`src/rtl/wib_pwr_seq_if.sv`:
```
// Control and status bundle between the crate register banks and the
// WIB power sequencer. The register side drives the enables and requests,
// and the sequencer drives the rail, slot, LED and status outputs.
interface wib_pwr_seq_if;
   logic       master_en_in;
   logic [5:0] wib_req_in;
   logic       local_2v5_en_out;
   logic       local_3v3_en_out;
   logic [5:0] wib_en_out;
   logic [5:0] wib_on_led_out;
   logic [2:0] seq_state_out;
   logic       seq_busy_out;

   modport master (
      output master_en_in,
      output wib_req_in,
      input  local_2v5_en_out,
      input  local_3v3_en_out,
      input  wib_en_out,
      input  wib_on_led_out,
      input  seq_state_out,
      input  seq_busy_out
   );

   modport slave (
      input  master_en_in,
      input  wib_req_in,
      output local_2v5_en_out,
      output local_3v3_en_out,
      output wib_en_out,
      output wib_on_led_out,
      output seq_state_out,
      output seq_busy_out
   );
endinterface

```
`src/rtl/wib_pwr_seq.sv`:
```
// WIB crate power sequencer.
// Order of events: 2.5 V rail, then 3.3 V rail, then the WIB slots are
// brought up one at a time with a stagger gap between turn-ons. Dropping
// the master enable tears down the slots and the 3.3 V rail at once, and
// it holds the 2.5 V rail for one more rail dwell before it returns to idle.
module wib_pwr_seq #(
   parameter int unsigned RAIL_CYCLES    = 5000,
   parameter int unsigned STAGGER_CYCLES = 1000,
   parameter int unsigned CNT_W          = 24
) (
   input logic            clk_axi,
   input logic            rstn_axi,
   wib_pwr_seq_if.slave   pwr
);

   typedef enum logic [2:0] {
      IDLE     = 3'd0,
      RAIL25   = 3'd1,
      RAIL33   = 3'd2,
      SCAN     = 3'd3,
      STAGGER  = 3'd4,
      SHUTDOWN = 3'd5
   } state_t;

   // A dwell of N cycles loads N-1 and exits on the edge that sees zero.
   // A dwell of zero is stretched to a single cycle.
   localparam int unsigned RAIL_EFF = (RAIL_CYCLES == 0) ? 1 : RAIL_CYCLES;
   localparam int unsigned STAG_EFF = (STAGGER_CYCLES == 0) ? 1 : STAGGER_CYCLES;
   localparam logic [CNT_W-1:0] RAIL_LOAD = CNT_W'(RAIL_EFF - 1);
   localparam logic [CNT_W-1:0] STAG_LOAD = CNT_W'(STAG_EFF - 1);
   localparam logic [CNT_W-1:0] CNT_ONE   = CNT_W'(1);

   state_t           state_q, state_d;
   logic [CNT_W-1:0] cnt_q, cnt_d;
   logic             rail25_q, rail25_d;
   logic             rail33_q, rail33_d;
   logic [5:0]       wib_en_q, wib_en_d;
   logic [5:0]       led_q;
   logic [5:0]       cand;
   logic [5:0]       pick;
   logic             dwell_done;
   logic             abort;

   // Pick the lowest requested slot that is not yet powered.
   always_comb begin
      cand = pwr.wib_req_in & ~wib_en_q;
      pick = '0;
      for (int i = 5; i >= 0; i--) begin
         if (cand[i]) begin
            pick    = '0;
            pick[i] = 1'b1;
         end
      end
   end

   // Next-state and next-output logic for the sequencer.
   always_comb begin
      state_d    = state_q;
      cnt_d      = cnt_q;
      rail25_d   = rail25_q;
      rail33_d   = rail33_q;
      wib_en_d   = wib_en_q;
      dwell_done = (cnt_q == '0);
      abort      = !pwr.master_en_in &&
                   (state_q inside {RAIL25, RAIL33, SCAN, STAGGER});

      if (abort) begin
         state_d  = SHUTDOWN;
         cnt_d    = RAIL_LOAD;
         rail33_d = 1'b0;
         wib_en_d = '0;
      end else begin
         case (state_q)
            IDLE: begin
               rail25_d = 1'b0;
               rail33_d = 1'b0;
               wib_en_d = '0;
               if (pwr.master_en_in) begin
                  state_d  = RAIL25;
                  rail25_d = 1'b1;
                  cnt_d    = RAIL_LOAD;
               end
            end
            RAIL25: begin
               if (dwell_done) begin
                  state_d  = RAIL33;
                  rail33_d = 1'b1;
                  cnt_d    = RAIL_LOAD;
               end else begin
                  cnt_d = cnt_q - CNT_ONE;
               end
            end
            RAIL33: begin
               if (dwell_done) begin
                  state_d = SCAN;
               end else begin
                  cnt_d = cnt_q - CNT_ONE;
               end
            end
            SCAN: begin
               wib_en_d = (wib_en_q & pwr.wib_req_in) | pick;
               if (|pick) begin
                  state_d = STAGGER;
                  cnt_d   = STAG_LOAD;
               end
            end
            STAGGER: begin
               wib_en_d = wib_en_q & pwr.wib_req_in;
               if (dwell_done) begin
                  state_d = SCAN;
               end else begin
                  cnt_d = cnt_q - CNT_ONE;
               end
            end
            SHUTDOWN: begin
               if (dwell_done) begin
                  state_d  = IDLE;
                  rail25_d = 1'b0;
               end else begin
                  cnt_d = cnt_q - CNT_ONE;
               end
            end
            default: begin
               state_d  = SHUTDOWN;
               cnt_d    = RAIL_LOAD;
               rail33_d = 1'b0;
               wib_en_d = '0;
            end
         endcase
      end
   end

   // State, counter and enable registers. Reset drops every output at once.
   always_ff @(posedge clk_axi or negedge rstn_axi) begin
      if (!rstn_axi) begin
         state_q  <= IDLE;
         cnt_q    <= '0;
         rail25_q <= 1'b0;
         rail33_q <= 1'b0;
         wib_en_q <= '0;
         led_q    <= '0;
      end else begin
         state_q  <= state_d;
         cnt_q    <= cnt_d;
         rail25_q <= rail25_d;
         rail33_q <= rail33_d;
         wib_en_q <= wib_en_d;
         led_q    <= wib_en_q;
      end
   end

   assign pwr.local_2v5_en_out = rail25_q;
   assign pwr.local_3v3_en_out = rail33_q;
   assign pwr.wib_en_out       = wib_en_q;
   assign pwr.wib_on_led_out   = led_q;
   assign pwr.seq_state_out    = state_q;
   assign pwr.seq_busy_out     = state_q inside {RAIL25, RAIL33, STAGGER, SHUTDOWN};

endmodule

```
`src/flat_wrapper.sv`:
```
// flat-port wrapper written by rule: the top's interface ports become plain ports
module wib_pwr_seq_flat 
#(
   parameter int unsigned RAIL_CYCLES    = 5000,
   parameter int unsigned STAGGER_CYCLES = 1000,
   parameter int unsigned CNT_W          = 24
)
  (clk_axi, rstn_axi, pwr_master_en_in, pwr_wib_req_in, pwr_local_2v5_en_out, pwr_local_3v3_en_out, pwr_wib_en_out, pwr_wib_on_led_out, pwr_seq_state_out, pwr_seq_busy_out);
  wib_pwr_seq_if pwr_i ();
  input logic clk_axi;
  input logic rstn_axi;
  input wire logic [$bits(pwr_i.master_en_in)-1:0] pwr_master_en_in;
  input wire logic [$bits(pwr_i.wib_req_in)-1:0] pwr_wib_req_in;
  output wire logic [$bits(pwr_i.local_2v5_en_out)-1:0] pwr_local_2v5_en_out;
  output wire logic [$bits(pwr_i.local_3v3_en_out)-1:0] pwr_local_3v3_en_out;
  output wire logic [$bits(pwr_i.wib_en_out)-1:0] pwr_wib_en_out;
  output wire logic [$bits(pwr_i.wib_on_led_out)-1:0] pwr_wib_on_led_out;
  output wire logic [$bits(pwr_i.seq_state_out)-1:0] pwr_seq_state_out;
  output wire logic [$bits(pwr_i.seq_busy_out)-1:0] pwr_seq_busy_out;
  assign pwr_i.master_en_in = pwr_master_en_in;
  assign pwr_i.wib_req_in = pwr_wib_req_in;
  assign pwr_local_2v5_en_out = pwr_i.local_2v5_en_out;
  assign pwr_local_3v3_en_out = pwr_i.local_3v3_en_out;
  assign pwr_wib_en_out = pwr_i.wib_en_out;
  assign pwr_wib_on_led_out = pwr_i.wib_on_led_out;
  assign pwr_seq_state_out = pwr_i.seq_state_out;
  assign pwr_seq_busy_out = pwr_i.seq_busy_out;
  wib_pwr_seq #(.RAIL_CYCLES(RAIL_CYCLES), .STAGGER_CYCLES(STAGGER_CYCLES), .CNT_W(CNT_W)) u_core (.clk_axi(clk_axi), .rstn_axi(rstn_axi), .pwr(pwr_i));
endmodule
```
`config.mk`:
```
export PLATFORM = sky130hd
export DESIGN_NAME = wib_pwr_seq_flat
export DESIGN_NICKNAME = d
export VERILOG_FILES = /design/src/rtl/wib_pwr_seq_if.sv /design/src/rtl/wib_pwr_seq.sv /design/src/flat_wrapper.sv
export SDC_FILE = /design/constraint.sdc
export NUM_CORES = 1
export LEC_CHECK = 0
export ABC_AREA = 1
export BUFFER_PORTS_ARGS = -buffer_cell sky130_fd_sc_hd__buf_2
export CORE_MARGIN = 2
export CORE_UTILIZATION = 50
export DETAILED_ROUTE_END_ITERATION = 8
export MAX_ROUTING_LAYER = met4
export PLACE_DENSITY = 0.69
export SLEW_MARGIN = 20
export SYNTH_ARGS = -nofsm -noshare
export SYNTH_HDL_FRONTEND = slang
export SYNTH_SLANG_ARGS = --single-unit
```
`constraint.sdc`:
```
create_clock -name clk_axi -period 3.88 [get_ports clk_axi]
set_input_delay 0.388 -clock clk_axi [delete_from_list [all_inputs] [get_ports clk_axi]]
set_output_delay 0.388 -clock clk_axi [all_outputs]
set_load 0.005 [all_outputs]
```
==> results.cfg <==
[outcome]
outcome = finished, final reports clean

[yosys]
ys_types = 31
synth.net_count = 455
synth_largest_area_cell = dfrtp_1
ys_seq_area_share_pct = 35.8
ys_async_sr_fraction_pct = 100
post-synth-top-area-fraction_pct = 35.8
synth.avg_cell_area_um2 = 6.49
synth_edf_count = 0
synth_area_leaders = dfrtp_1 36%, nand2_1 21%, nand3_1 10%, nor2_1 7.3%, inv_1 6.1%
yosysWarningCount = 0
yosys_register_bits = 41
syn_area_um2 = 2870
synth-main-ff-cell = dfrtp_1
syn_inst = 442

[timing]
fmax_ghz = 0.353
fin_crit_sh_pct = 73.0
period_minus_slack_ps = 2830
slew_headroom_pct = 37.5
worstMarginPinSlew_ps = 938
setup_violations = 0
hold_violations = 0
grt_setup_unrepaired = no
tns_ps = 0
slew_viol_final = 0
clock-skew-final_ps = 10.4

[routing]
wire_per_inst_um = 13.4
drt-initial-drc-count = 220
antenna_left = 0
via_per_inst = 5.39
drc = 0
wirelength_mm = 7.22
vias = 2912
drtPass1Iterations = 5

[pwr]
power_uw = 1860
leakage_uw = 0.00172
ir_drop_v = 0.000364
p_per_area_nw_per_um2 = 598

[clock_network]
cts_root_buf = clkbuf_8
cts_setup_buffers = 0
cts_resized = 0
cts_inserted_buffers = 5
clock_latency_ps = 300
cts_tree = yes
clock-sinks = 41
h-tree-depth = 2
cts_buffer_depth = 2
path_clk_slew_ps = 90
hold_buffers = 0

[finish]
areaGrowthSynthToFinish_pct = 8.72
nNetsFinal = 480
final_cell_area_um2 = 3120
post-route-util_pct = 56.3
final_layout_size_suffix_gt1_share_pct = 10.5
finalNonFillerCells = 540
antenna_cells = 0

[placed_design]
postPlaceCellArea_um2 = 3030
gp_congestion = 0.948
dp_cells = 532
io_buffers = 26
place_hpwl_mm = 5.30

[setup_path]
timing.critical_path.from_type = flop
cp-end-kind = flop
worstPathArrival_ps = 3070
critical_path_class = reg -> reg
path_max_fanout = 21
crit_required_ps = 4120

[run]
maxCapViolCount = 0

[die]
fp.dieH_um = 79.8
io_pins = 27
fp-row-count = 27
coreArea_um2 = 5540
initial_core_util_pct = 51.8
die_area_um2 = 6360
die_x_um = 79.8

[grt]
grt_pass1_vias = 2662
grt.total_usage_pct = 25.4
grt_antenna_before_repair = 0
grt_max_degree = 42
grt_pass1_wl_mm = 12.5
overflow = 0

[min_path]
hold_path_class = in -> async
flip-flops by register name (all words and copies together), names as in the netlist:
| register | cells |
|---|---|
| u_core.pwr.seq_state_out | 3 |
| u_core.pwr.wib_en_out | 6 |
| u_core.pwr.local_2v5_en_out | 1 |
| u_core.pwr.local_3v3_en_out | 1 |
| u_core.cnt_q | 24 |
| u_core.pwr.wib_on_led_out | 6 |
synthesized netlist by cell type (3+ instances only):
library cell,count
nor2_1,56
xor2_1,4
a21oi_1,7
nand3_1,58
inv_1,47
buf_6,4
nor2_2,3
nand2_1,157
dfrtp_1,41
o21ai_0,11
buf_2,3
o21ai_1,6
nand4_1,16
nor3_1,3
ha_1,4
placed cells by master, fill, tap and decap left out:
master / Yosys / layout
xnor2_1: 2 / 2
buf_4: 1 / 2
a21oi_1: 7 / 7
o21ai_2: 1 / 1
a31oi_1: 2 / 2
nand4_1: 16 / 16
clkbuf_8: 0 / 5
ha_1: 4 / 4
o211ai_1: 1 / 1
buf_2: 3 / 26
nand3_4: 2 / 2
clkinvlp_4: 0 / 1
a22oi_1: 1 / 1
nor2_1: 56 / 56
nand3_2: 2 / 2
nand3_1: 58 / 58
nor3_1: 3 / 3
nand2_1: 157 / 157
inv_1: 47 / 47
o21ai_0: 11 / 11
o21bai_1: 1 / 1
nor2_4: 1 / 1
xor2_1: 4 / 4
clkinv_2: 0 / 1
nand2_4: 1 / 1
o22ai_1: 1 / 1
inv_6: 0 / 1
inv_2: 2 / 2
nand2_2: 1 / 1
dfrtp_1: 41 / 41
nor2_2: 3 / 3
clkinv_1: 1 / 1
o21ai_1: 6 / 6
power by group:
| group | total [µW] | switching [µW] | internal [µW] |
|---|---|---|---|
| sequential | 595 | 86.9 | 508 |
| combinational | 977 | 686 | 291 |
| clock | 292 | 164 | 128 |
cells by family after synthesis:
logic type,synth area share (%)
compound gates,5.93
fa+ha+maj,1.74
flops,35.8
xor+xnor,1.83
buf+inv,9.16
simple gates,45.6
per-stage QoR:
step | hold slack, ps | worst slack [ps]
2_1_floorplan | 92.4 | 2270
3_3_place_gp | 377 | 1270
3_5_place_dp | 387 | 1090
4_1_cts | 261 | 1030
5_1_grt | 300 | 697
6_report | 221 | 1050
path summary, 6_finish.rpt:
kind | from | to | slack, ps | cells after the start
hold reg to reg | u_core.pwr.wib_en_out[1] | u_core.pwr.wib_on_led_out[1] | 400 | 0
min in group clk_axi | pwr_wib_req_in[3] | u_core.pwr.wib_en_out[3] | 340 | 3
setup reg to reg | u_core.pwr.seq_state_out[2] | u_core.cnt_q[15] | 1050 | 10
max in group asynchronous | rstn_axi | u_core.cnt_q[5] | 3070 | 1
hold / removal | rstn_axi | u_core.pwr.wib_en_out[3] | 220 | 1
setup / recovery | u_core.pwr.seq_state_out[2] | u_core.cnt_q[15] | 1050 | 10
layer usage:
metal	wire length, µm	vias up	GRT usage [%]
met5	0	-	-
met4	72	0	6.10
met3	356	9	3.51
met2	3310	87	38.6
met1	3480	1344	36.2
li1	-	1472	-
cell type report:
type | instances | area (µm²)
flip-flops and latches | 41 | 1030
multi-input cells | 341 | 1580
clock inverters | 3 | 21.3
fillers | 581 | 2420
well taps | 72 | 90.1
inverters | 50 | 188
repair buffers | 28 | 145
clock buffers | 5 | 68.8
critical path, stage by stage (launching register included):
cell and delay [ps]:
dfrtp_1 470, inv_1 140, nand3_2 280, nand2_4 220, o21ai_2 200, buf_4 240, inv_1 170, nor2_1 90
nor2_2 650, nand3_1 180, nand2_1 110
(Power assumes the default switching activity.)
